$ cat config.mk
export PLATFORM = sky130hd
export DESIGN_NAME = transpose_collector
export DESIGN_NICKNAME = d
export VERILOG_FILES = /design/src/rtl/transpose_pkg.sv /design/src/rtl/transpose_collector.sv
export SDC_FILE = /design/constraint.sdc
export NUM_CORES = 1
export LEC_CHECK = 0
export BUFFER_PORTS_ARGS = -buffer_cell sky130_fd_sc_hd__buf_2
export CORE_AREA = 2 2 231 233
export CTS_CLUSTER_SIZE = 8
export DETAILED_ROUTE_END_ITERATION = 12
export DIE_AREA = 0 0 233 235
export PLACE_DENSITY = 0.71
export SLEW_MARGIN = 40
export SYNTH_ARGS = -nofsm -noshare
export SYNTH_HDL_FRONTEND = slang
export SYNTH_SLANG_ARGS = --single-unit
$ cat constraint.sdc
create_clock -name clk -period 1.9 [get_ports clk]
set_input_delay 0.19 -clock clk [delete_from_list [all_inputs] [get_ports clk]]
set_output_delay 0.19 -clock clk [all_outputs]
set_load 0.02 [all_outputs]
$ cat src/rtl/transpose_pkg.sv
`default_nettype none
// ============================================================================
//  Module      : transpose_pkg
//  Description : Shared types and default sizes for the transpose datapath
//                (collector and transpose fifo).
//  Revision    : 1.0 - initial release
// ============================================================================
package transpose_pkg;

    // Default geometry shared by every block in the transpose path
    localparam int c_DEFAULT_DEPTH = 8;
    localparam int c_DEFAULT_BITS  = 64;

    // Collector state: FILL gathers words, HOLD presents the finished vector
    typedef enum logic [0:0] {
        FILL = 1'b0,
        HOLD = 1'b1
    } tc_state_t;

endpackage : transpose_pkg
`default_nettype wire

$ cat src/rtl/transpose_collector.sv
`default_nettype none
// ============================================================================
//  Module      : transpose_collector
//  Description : Serial-to-parallel collector. Gathers DEPTH words of BITS
//                width from a valid/ready stream (first word at index 0) and
//                presents them as one vector under a second valid/ready
//                handshake. A flush closes a partial, zero-padded vector.
//  Revision    : 1.0 - initial release
// ============================================================================
module transpose_collector
    import transpose_pkg::*;
#(
    parameter int DEPTH = c_DEFAULT_DEPTH,
    parameter int BITS  = c_DEFAULT_BITS,
    parameter int CW    = $clog2(DEPTH + 1)
) (
    input  logic            clk,
    input  logic            rst,
    input  logic            in_valid,
    input  logic [BITS-1:0] in_data,
    output logic            in_ready,
    input  logic            flush,
    output logic            out_valid,
    input  logic            out_ready,
    output logic [BITS-1:0] q [DEPTH-1:0],
    output logic [CW-1:0]   out_count
);

    tc_state_t       r_state;
    tc_state_t       w_state_nxt;
    logic [CW-1:0]   r_count;
    logic [CW-1:0]   w_count_nxt;
    logic [CW-1:0]   w_fill_total;
    logic [BITS-1:0] r_data     [DEPTH-1:0];
    logic [BITS-1:0] w_data_nxt [DEPTH-1:0];
    logic            w_hold;
    logic            w_accept;
    logic            w_release;

    // Handshakes: while holding, input readiness follows out_ready so a new
    // vector can start in the same cycle the old one is taken.
    always_comb begin
        w_hold    = (r_state == HOLD);
        out_valid = w_hold;
        in_ready  = w_hold ? out_ready : 1'b1;
        w_accept  = in_valid && in_ready;
        w_release = w_hold && out_ready;
        out_count = w_hold ? r_count : '0;
    end

    // Vector output comes straight from the storage registers
    always_comb begin
        for (int i = 0; i < DEPTH; i++) begin
            q[i] = r_data[i];
        end
    end

    // Next-state, fill count and storage update
    always_comb begin
        w_state_nxt  = r_state;
        w_count_nxt  = r_count;
        w_data_nxt   = r_data;
        w_fill_total = r_count + CW'(w_accept);

        case (r_state)
            FILL: begin
                if (w_accept) begin
                    for (int i = 0; i < DEPTH; i++) begin
                        if (r_count == CW'(i)) begin
                            w_data_nxt[i] = in_data;
                        end
                    end
                    w_count_nxt = w_fill_total;
                end
                // Close on the last word, or on flush when anything is held
                // (a word accepted alongside the flush counts).
                if ((w_accept && (r_count == CW'(DEPTH - 1))) ||
                    (flush && (w_fill_total != '0))) begin
                    w_state_nxt = HOLD;
                end
            end

            HOLD: begin
                if (w_release) begin
                    // Clearing every entry keeps unused slots at zero, so a
                    // later flushed vector is zero-padded for free.
                    for (int i = 0; i < DEPTH; i++) begin
                        w_data_nxt[i] = '0;
                    end
                    if (w_accept) begin
                        w_data_nxt[0] = in_data;
                    end
                    w_count_nxt = CW'(w_accept);
                    w_state_nxt = FILL;
                end
            end

            default: begin
                w_state_nxt = FILL;
            end
        endcase
    end

    // State, count and storage registers with synchronous reset
    always_ff @(posedge clk) begin
        if (rst) begin
            r_state <= FILL;
            r_count <= '0;
            for (int i = 0; i < DEPTH; i++) begin
                r_data[i] <= '0;
            end
        end else begin
            r_state <= w_state_nxt;
            r_count <= w_count_nxt;
            for (int i = 0; i < DEPTH; i++) begin
                r_data[i] <= w_data_nxt[i];
            end
        end
    end

endmodule : transpose_collector
`default_nettype wire

== After elaboration in Yosys (flattened, before gate mapping) ==
Index checks and enable logic that the tools add are counted.

* Flip-flop bits (word level): 517
* Input port bits: 69
* Output and inout port bits: 518
* Logic and storage cells: 65

* $add $sub $neg: 1
* Eq/ne operators: 17
* Mux-type cells: 20
* Bitwise gates (word level): 1
* Reduce and logical (&&, ||, !) cells: 16

{| class="wikitable"
|+ Operator list
! kind !! number
|-
| $mux W512 || 2
|-
| $pmux W512 S2 || 1
|-
| $mux W64 || 9
|-
| $reduce_and A3 Y1 || 8
|-
| $ne A2 B2 Y1 const B || 9
|-
| $eq A4 B3 Y1 const B || 4
|-
| $mux W4 || 3
|-
| $eq A4 B2 Y1 const B || 2
|-
| $pmux W4 S2 || 1
|-
| $add A4 B1 Y4 || 1
|-
| $eq A4 B1 Y1 const B || 1
|-
| $logic_and A1 B1 Y1 || 4
|-
| $logic_not A4 Y1 || 1
|-
| $reduce_bool A4 Y1 || 1
|-
| $mux W1 || 3
|-
| $ne A2 B1 Y1 const B || 1
|-
| $pmux W1 S2 || 1
|-
| $reduce_and A2 Y1 || 1
|-
| $logic_or A1 B1 Y1 || 1
|-
| $not A1 Y1 || 1
|}

== Logic depth before layout (Yosys ltp) ==
Gate-level depths: netlist (run 1).

* Depth in word-level cells: 8
* Depth in mapped cells: 9
* Mapped depth without buffers: 7

== Least setup slack after synthesis (run 1) ==
No wires, ideal clock.

* Path kind: flip-flop to flip-flop
* Start point: reg r_state (netlist: out_valid)
* End point: reg r_state (netlist: out_valid)
* Library setup time: 132 ps
* Arrival: 1997 ps
* Data required time: 1768 ps
* Path slack: -229 ps
* Cell stages (with the launch flop): 9
* Path buffers: 1
* Clock period less this slack: 2129 ps
* Path through: dfxtp_1 > buf_2 > nand2b_1 > and2_1 > ha_1 > and3_1 > xor2_1 > o41ai_1 > a211oi_1

* Word-level cells in the longest chain between the ends: 8
* Elaborated cells on any way between the ends: 12
* Classes of those cells: add/sub: 1; mux: 4; bitwise: 1; reduce/logical: 6

{| class="wikitable"
|+ RTL lines
! item !! line !! RTL
|-
| start, declared || transpose_collector.sv:29 || <nowiki>tc_state_t r_state;</nowiki>
|-
| start signal, assigned || transpose_collector.sv:113 || <nowiki>r_state <= w_state_nxt;</nowiki>
|-
| $mux W1 * || transpose_collector.sv:45 || <nowiki>in_ready = w_hold ? out_ready : 1'b1;</nowiki>
|-
| via in_ready || transpose_collector.sv:21 || <nowiki>output logic in_ready,</nowiki>
|-
| $logic_and A1 B1 Y1 * || transpose_collector.sv:46 || <nowiki>w_accept = in_valid && in_ready;</nowiki>
|-
| $add A4 B1 Y4 || transpose_collector.sv:63 || <nowiki>w_fill_total = r_count + CW'(w_accept);</nowiki>
|-
| $reduce_bool A4 Y1 || transpose_collector.sv:78 || <nowiki>(flush && (w_fill_total != '0))) begin</nowiki>
|-
| $logic_and A1 B1 Y1 || transpose_collector.sv:78 ||
|-
| $logic_or A1 B1 Y1 * || transpose_collector.sv:77 || <nowiki>if ((w_accept && (r_count == CW'(DEPTH - 1))) ||</nowiki>
|-
| $mux W1 * || transpose_collector.sv:77 ||
|-
| $pmux W1 S2 * || transpose_collector.sv:65 || <nowiki>case (r_state)</nowiki>
|}

The timed path passes the listed nets; every way through them passes the cells marked *.
A chain may end at the register's enable or synchronous reset.

== Final worst setup path (run 1) ==
* Start point: reg r_state (netlist: out_valid)
* End point: reg r_data, in the netlist q[71]

* Word-level cells in the longest chain between the ends: 4
* Elaborated cells on any way between the ends: 9
* Classes of those cells: eq/ne: 3; mux: 2; bitwise: 1; reduce/logical: 3

{| class="wikitable"
|+ RTL lines
! item !! line !! RTL
|-
| $mux W1 || transpose_collector.sv:45 ||
|-
| $logic_and A1 B1 Y1 || transpose_collector.sv:46 ||
|-
| $ne A2 B2 Y1 (no line) || -- ||
|-
| $reduce_and A3 Y1 (no line) || -- ||
|-
| end signal, assigned by index || transpose_collector.sv:116 || <nowiki>r_data[i] <= w_data_nxt[i];</nowiki>
|-
| end, declared || transpose_collector.sv:34 || <nowiki>logic [BITS-1:0] r_data [DEPTH-1:0];</nowiki>
|}

Parallel ways exist; a longest one is shown, timed or not.

==> results.md, run 1 <==
- The library cells used most frequently in the layout, excluding fill and tap cells, are 585 x sky130_fd_sc_hd__buf_2, 577 x sky130_fd_sc_hd__nand2_1, 516 x sky130_fd_sc_hd__dfxtp_1.
- Static timing analysis puts the maximum clock frequency at 0.5253 GHz.
- At the pin with the least slew margin, the transition time is 0.6996 ns.
- Tracing the worst setup path back leads to its startpoint at out_valid.
- The stage delay of the slowest cell on the critical path is 0.49 ns.
- The number of antenna violations at the first check in global routing is 2.
- For this run, asynchronously set or reset flops after synthesis account for 0%.
- The cell area reported after detailed placement is 23,970 um^2.
- The power density of the placed cells is 994.7 nW/um^2.
- The worst path in the final design needs a cycle of 1.904 ns, including I/O delays and setup.
- The net count reported at finish is 3,109.
- In the post-route analysis, the smallest setup slack over all paths is -0.003628 ns.
- The number of global-route vias before repair is 18,690.
- The most common library cell in the layout ignoring fill and taps is sky130_fd_sc_hd__buf_2.
- The width of the die is 233 um.
- The TritonCTS clock tree is yes.
- The clock power share is 43.5%.
- In this run, synthesis inferred 0 flip-flops with an integrated enable.
- The floorplan die height is 235 um.
- The maximum fanout along the worst path is 13.
- The slowest stage of the critical path is the sky130_fd_sc_hd__or4b_4 cell.
- In this design, the critical path's most frequently occurring cell is sky130_fd_sc_hd__buf_6.
- The path category of the worst min-delay check is in2reg.
- STA classifies the critical path endpoint as a register.
- Detailed placement finished with a half-perimeter wire length of 49,950 um.
- A synthesized cell averages 8.125 um^2.
- The worst setup path is of the reg2reg kind.
- The relative max-transition margin is 53.26%.
- The filler cells instantiated in the layout total 4,857.
- For this configuration, the core starts out at a cell density of 37.22%.
- The worst setup path is launched from a register.
- The count of input and output buffers is 586.
- The clock slew seen by the registers of the worst setup and hold paths is 0.05 ns.
- VDD sags by at most 0.6423 mV.
- The floorplan step defined a die boundary enclosing 54,760 um^2.
- The number of nets handed over by synthesis was 2,464.
- The checks that failed: setup timing.
- Synthesis instantiated 38 different standard cells from the library.
- The number of buffers added by the clock tree synthesis step is 74.
- Data arrives at the worst endpoint at 2.42 ns.
- The most used flip-flop cell after synthesis is sky130_fd_sc_hd__dfxtp_1.
- The number of top-level pins is 587.
- Traced cell by cell, the critical path runs through or4b_4, buf_6, nor3b_4, buf_6, buf_12, nand2_1, a21oi_1.
- At the worst endpoint, the required time is 2.42 ns.
- The area of the core is 52,240 um^2.
- Routability-driven placement finished with a final weighted congestion of 0.8654.
- In this run the cell area of the synthesized design comes to 19,440 um^2.
- The maximum number of pins on one net before global-route repair is 98.
- The combinational group share of total power is 13.7%.
- The total routed wirelength is 76,130 um.
- Max-cap violations in this run came to 0.
- The count of final max-slew check failures was 0.
- The critical path contains buffers and inverters numbering 3 combined.
- No sink is reached through more buffers than the 3 on the longest clock path.
- Among cell families on the critical path, the largest total delay comes from simple AND/OR/NAND/NOR gates.
- The total count of hold-check failures in the final report is 0.
- The insertion delay of the later-clocked pin in the worst-skew pair is 0.59 ns.
- The number of standard-cell rows in the floorplan is 84.
- The final number of setup-violating endpoints is 1.
- The startpoint of the worst-slack reg-to-reg timing path is out_valid.
- The flop and latch count out of synthesis is 517.
- The tree is rooted in a sky130_fd_sc_hd__clkbuf_16.
- The analysis attributes to cell leakage a power of 11.03 nW.
- Dividing the detail-routed via count by the number of cells gives 5.320.
- The final cycle utilization of the critical path is 100.2%.
- For this design, the sink count on the clock tree is 517.
- For flop-to-flop paths, the worst setup slack is -0.004 ns.
- The final total power is 26.70 mW.
- After global routing the overflow that remains totals 0.
- The via count is 19,870.
- Net switching is 27.30% of the power.
- The share of final-layout standard cells stronger than drive strength 1 is 29.68%.
- The detail route stage leaves a number of antenna-violating nets equal to 0.
- The first-pass iteration count of the detailed router is 5.
- The sequential share of the synthesized area is 53.23%.
- After detailed routing, the average wire length per cell comes to 20.38 um.
- The gate count after technology mapping is 2,393.
- In this run the power spent charging and discharging nets is 7.289 mW.
- The signed area change from the synthesized netlist to the final layout is 38.03%.
- The H-tree was split into 3 levels.
- After routing the design area is 26,840 um^2.
- The starting DRC count in detailed routing is 1,565.
- The clock arrives with 0.01445 ns of skew.
- The remaining design rule violation count is 0.
- The first global-routing pass estimated 112,300 um of wire.
- Setup repair after global routing could not meet its margin everywhere.
- The flow ran to the end, but the final reports show violations.
- The Yosys warning count is 0.
- The global routing usage summed across all routing layers is 26.43%.
- In this run the most critical hold path is launched from in_valid.
- Internal power comes to 19.41 mW.
- In this run, flip-flops and latches consume 42.8% of the power.
## registers in the layout, summed over array words and instances, names as in the netlist
signal	flops
out_valid	1
r_count	4
q	512
## worst register-to-register path, cell delays in order, from the launching register on
cell                      delay, ns
sky130_fd_sc_hd__dfxtp_4       0.35
sky130_fd_sc_hd__or4b_4        0.49
sky130_fd_sc_hd__buf_6         0.15
sky130_fd_sc_hd__nor3b_4       0.23
sky130_fd_sc_hd__buf_6         0.21
sky130_fd_sc_hd__buf_12        0.17
sky130_fd_sc_hd__nand2_1       0.07
sky130_fd_sc_hd__a21oi_1       0.16
## what timing repair did
item	4_1_cts	5_1_grt
hold buffers	66	0
pin swaps	0	6
setup buffers	0	2
endpoints found under the setup margin	65	103
hold endpoints to repair	142	0
resized for setup	8	32
gates cloned	0	3
## logic make-up (layout without fill, tap and decap cells)
kind of cell    Yosys count  count (layout)  synth area share (%)
simple gates           1123            1123                 27.83
compound gates          529             529                 13.82
flops                   517             517                 53.23
buf+inv                 220             873                 4.897
fa+ha+maj                 2               2                0.1287
xor+xnor                  2               2               0.09011
other cells               0               1                     0
## Yosys cell counts (all sizes together), types with 2 or more instances
cell type / count / area, um^2
buf: 99 / 498.0
xor2: 2 / 17.52
ha: 2 / 25.02
o21ai: 64 / 320.3
o22a: 3 / 26.28
a21oi: 453 / 2267
a311oi: 2 / 17.52
nand2b: 67 / 419.2
dfxtp: 517 / 10350
nand2: 581 / 2181
a21o: 2 / 15.01
nor2: 4 / 17.52
nor2b: 65 / 406.6
nor3: 2 / 15.01
clkbuf: 121 / 454.2
and2: 7 / 43.79
nand3: 386 / 2232
o22ai: 3 / 25.02
## area by class of cell
cell class                      instances  area, um^2  share of cell area, %
Tap cell                              688       860.8                  3.207
Sequential cell                       517       10350                  38.58
Clock buffer                           79        1892                  7.049
Multi-Input combinational cell       1656        8339                  31.07
Antenna cell                            1       2.502               0.009324
Clock inverter                          5       73.82                 0.2751
Timing Repair Buffer                  789        5316                  19.81
## power by group through the flow
stage          logic (mW)  clock network (mW)  registers, mW
4_1_cts              3.55                11.8           11.4
2_1_floorplan        1.41                   0           12.1
5_1_grt              3.87                12.3           11.5
3_3_place_gp         3.41                   0           11.6
3_5_place_dp         3.42                   0           11.6
6_report             3.65                11.6           11.4
## metal layers
layer / global-route usage [%] / vias to the layer above / share of wire (%)
met5: 0 / - / 0
met4: 11.89 / 0 / 3.9
met3: 6.711 / 179 / 9.2
met2: 43.07 / 994 / 47
met1: 32.75 / 9414 / 40
li1: - / 9282 / -
## stage by stage
stage / std cells / worst slack (ns) / util [%] / hold WS (ns) / setup TNS [ns]
6_report: 3735 / -0.003628 / 51.38 / 0.1190 / -0.003628
5_1_grt: 3734 / -0.06387 / 51.37 / 0.1485 / -1.907
4_1_cts: 3729 / 0.003916 / 50.97 / 0.07251 / 0
3_5_place_dp: 3579 / -0.05449 / 45.88 / 0.4425 / -1.022
3_3_place_gp: 3579 / -0.01481 / 45.88 / 0.4354 / -0.07237
2_1_floorplan: 2393 / -0.02254 / - / 0.3204 / -1.324
## worst paths after layout
| kind | depth (start not counted) | end |
|---|---|---|
| min reg2reg | 2 | q[166] |
| max reg2reg | 7 | q[71] |
| max | 7 | q[71] |
| min | 4 | r_count[0] |
Power figures use the tool's default switching activity.
==> inputs of run 2 (changes only) <==
--- a/config.mk
+++ b/config.mk
@@ -10,7 +10,8 @@
 export CTS_CLUSTER_SIZE = 8
 export DETAILED_ROUTE_END_ITERATION = 12
 export DIE_AREA = 0 0 233 235
-export PLACE_DENSITY = 0.71
+export GPL_TIMING_DRIVEN = 0
+export PLACE_DENSITY = 0.69
 export SLEW_MARGIN = 40
 export SYNTH_ARGS = -nofsm -noshare
 export SYNTH_HDL_FRONTEND = slang
==> constraint.sdc (replaced) <==
create_clock -name clk -period 2.25 [get_ports clk]
set_input_delay 0.225 -clock clk [delete_from_list [all_inputs] [get_ports clk]]
set_output_delay 0.225 -clock clk [all_outputs]
set_load 0.02 [all_outputs]
==> results.md, run 2 (same netlist as run 1, synthesis figures left out) <==
- The total global routing overflow is 0 (unchanged).
- The detailed placer's ending HPWL came to 63,110 um (was 49,950 um).
- The final critical delay including setup and external delays is 2.189 ns (was 1.904 ns).
- The via density per instance came to 5.398 (was 5.320).
- Highest-count cells in the layout ignoring fill and taps: 635 x sky130_fd_sc_hd__buf_2, 580 x sky130_fd_sc_hd__nand2_1, 517 x sky130_fd_sc_hd__dfxtp_1 (was 585 x sky130_fd_sc_hd__buf_2, 577 x sky130_fd_sc_hd__nand2_1, 516 x sky130_fd_sc_hd__dfxtp_1).
- The TritonCTS clock tree is yes (unchanged).
- The root buffer selected by CTS is sky130_fd_sc_hd__clkbuf_16 (unchanged).
- The total routed wirelength is 87,160 um (was 76,130 um).
- The share of the core filled with cells is 50.23% (was 51.38%).
- The signed area change from the synthesized netlist to the final layout came to 34.96% (was 38.03%).
- Outcome: finished, final reports clean (was finished, violations left).
- The most common library cell in the layout ignoring fill and taps was sky130_fd_sc_hd__buf_2 (unchanged).
- The final number of setup-violating endpoints is 0 (was 1).
- The maximum number of pins on one net before global-route repair is 12 (was 98).
- The number of antenna violations at the first check in global routing came to 5 (was 2).
- The relative max-transition margin is 43.38% (was 53.26%).
- The number of flip-flops under the largest register name is 512 (unchanged).
- The sum of met3 wire segment lengths after detailed routing is 8210 um (was 7001 um).
- The maximum fanout along the worst path came to 10 (was 13).
- The remaining design rule violation count is 0 (unchanged).
- The count of final max-slew check failures was 0 (unchanged).
- The effective utilization at floorplan is 37.22% (unchanged).
- The startpoint of the worst setup timing path is r_count[3] (was out_valid).
- The power density of the placed cells is 862.3 nW/um^2 (was 994.7 nW/um^2).
- The highest metal layer used by the detailed router is met5 (was met4).
- The average routed wire per standard cell is 22.80 um (was 20.38 um).
- The total leakage power came to 10.84 nW (was 11.03 nW).
- The summed area of non-filler cells in the final layout was 26,240 um^2 (was 26,840 um^2).
- The stage delay of the slowest cell on the critical path is 0.58 ns (was 0.49 ns).
- The starting DRC count in detailed routing is 1,604 (was 1,565).
- The cell area reported after detailed placement is 23,340 um^2 (was 23,970 um^2).
- The global routing usage summed across all routing layers is 30.60% (was 26.43%).
- The endpoint type of the worst setup path is a register (unchanged).
- The number of standard-cell rows in the floorplan is 84 (unchanged).
- The area of the core is 52,240 um^2 (unchanged).
- The count of input and output buffers is 585 (was 586).
- The via count came to 20,640 (was 19,870).
- The final cycle utilization of the critical path came to 97.30% (was 100.2%).
- The family of cells with the greatest summed delay on the critical path was simple AND/OR/NAND/NOR gates (unchanged).
- The number of buffers added by the clock tree synthesis step is 74 (unchanged).
- The floorplan die height is 235 um (unchanged).
- The final-layout setup total negative slack is 0 ns (was -0.003628 ns).
- The worst-case hold slack is 0.06808 ns (was 0.1190 ns).
- The clock slew seen by the registers of the worst setup and hold paths was 0.05 ns (about the same).
- The clock power share came to 44.0% (was 43.5%).
- The internal power consumption came to 16.30 mW (was 19.41 mW).
- The first-pass GRT wire length is 125,000 um (was 112,300 um).
- The final total power was 22.63 mW (was 26.70 mW).
- The critical path data required time is 2.71 ns (was 2.42 ns).
- The highest clock rate was 0.4568 GHz (was 0.5253 GHz).
- The launch point of the worst hold path is in_valid (unchanged).
- The clock tree skew after final layout is 0.01641 ns (was 0.01445 ns).
- The maximum ir drop on the vdd rail was 0.5467 mV (was 0.6423 mV).
- The net switching component of the power is 6.324 mW (was 7.289 mW).
- The switching share of power is 27.95% (was 27.30%).
- The net count reported at finish came to 3,200 (was 3,109).
- The kind of start point of the critical path is a register (unchanged).
- The number of top-level pins is 587 (unchanged).
- The measured slew at the worst slew-check pin is 0.8493 ns (was 0.6996 ns).
- The share of final-layout standard cells stronger than drive strength 1 is 27.76% (was 29.68%).
- The sequential power share is 42.7% (was 42.8%).
- The number of maximum-capacitance violations came to 0 (unchanged).
- The arrival time of the worst setup path is 2.64 ns (was 2.42 ns).
- The routability congestion estimate from global placement is 0.8889 (was 0.8654).
- The category of the most critical setup path is reg2reg (unchanged).
- The H-tree depth is 3 (unchanged).
- The post-detailed-route count of antenna-violating nets is 0 (unchanged).
- The wire length on met2 is 41,360 um (was 35,900 um).
- The count of clock tree sinks came to 517 (unchanged).
- The first-pass iteration count of the detailed router is 5 (unchanged).
- The overall die area is 54,760 um^2 (unchanged).
- The total buffers and inverters traversed by the critical path came to 3 (unchanged).
- The total count of hold-check failures in the final report is 0 (unchanged).
- The wire length on met1 came to 33,360 um (was 30,270 um).
- The master of the slowest instance on the critical path is sky130_fd_sc_hd__or4b_4 (unchanged).
- The number of global-route vias before repair is 19,570 (was 18,690).
- The startpoint of the worst-slack reg-to-reg timing path is r_count[3] (was out_valid).
- The combinational group share of total power is 13.3% (was 13.7%).
- The path category of the worst min-delay check is in2reg (unchanged).
- The width of the die is 233 um (unchanged).
- Critical Path, Cell by Cell: buf_2, or4b_4, or3b_1, buf_4, buf_6, nand3_2, a21oi_1 (was or4b_4, buf_6, nor3b_4, buf_6, buf_12, nand2_1, a21oi_1).
- The number of buffers between clock root and the deepest sink is 3 (unchanged).
- The insertion delay of the later-clocked pin in the worst-skew pair is 0.61 ns (was 0.59 ns).
-- run 2: layout make-up --
cell class	count	area, um^2
flip-flops and latches	517	10350
clock buffers	79	1944
plain buffers	217	1085
well taps	688	860.8
repair buffers	663	3747
clock inverters	2	17.52
diodes	1	2.502
multi-input cells	1656	8233
fillers	5045	25990
-- run 2: power groups by stage --
stage	registers [mW]	clock network (mW)	logic [mW]
6_report	9.66	9.95	3.01
5_1_grt	9.68	10.4	3.17
4_1_cts	9.66	9.99	2.93
3_5_place_dp	9.83	0	2.80
3_3_place_gp	9.82	0	2.77
2_1_floorplan	10.2	0	1.19
-- run 2: through the flow --
| step | std cells | worst slack, ns |
|---|---|---|
| 6_report | 3823 | 0.06065 |
| 5_1_grt | 3822 | -0.003057 |
| 4_1_cts | 3819 | -0.01896 |
| 3_5_place_dp | 3669 | -0.3261 |
| 3_3_place_gp | 3666 | -1.471 |
| 2_1_floorplan | 2393 | 0.1205 |
-- run 2: routing by layer --
| metal | vias to the layer above | track usage, % |
|---|---|---|
| met2 | 1078 | 50.52 |
| met4 | 2 | 15.77 |
| met1 | 9862 | 36.20 |
| met3 | 221 | 8.350 |
| li1 | 9473 | - |
| met5 | - | 0 |
-- run 2: what timing repair did --
action / in CTS / in global routing
endpoints found under the setup margin: 444 / 362
setup buffers: 6 / 3
pin swaps: 2 / 1
gates cloned: 0 / 0
endpoints found under the hold margin: 130 / 0
hold buffers: 66 / 0
resized for setup: 28 / 72
-- run 2: path summary, 6_finish.rpt --
check | to | slack, ns | cells after the start
hold reg to reg | q[134] | 0.45 | 2
setup / recovery | q[81] | 0.06 | 7
setup reg to reg | q[81] | 0.06 | 7
hold / removal | r_count[3] | 0.07 | 3
-- run 2: worst reg2reg max path: stages (launching register included) --
cell	delay, ns
sky130_fd_sc_hd__dfxtp_1	0.29
sky130_fd_sc_hd__buf_2	0.19
sky130_fd_sc_hd__or4b_4	0.58
sky130_fd_sc_hd__or3b_1	0.37
sky130_fd_sc_hd__buf_4	0.24
sky130_fd_sc_hd__buf_6	0.20
sky130_fd_sc_hd__nand3_2	0.08
sky130_fd_sc_hd__a21oi_1	0.08
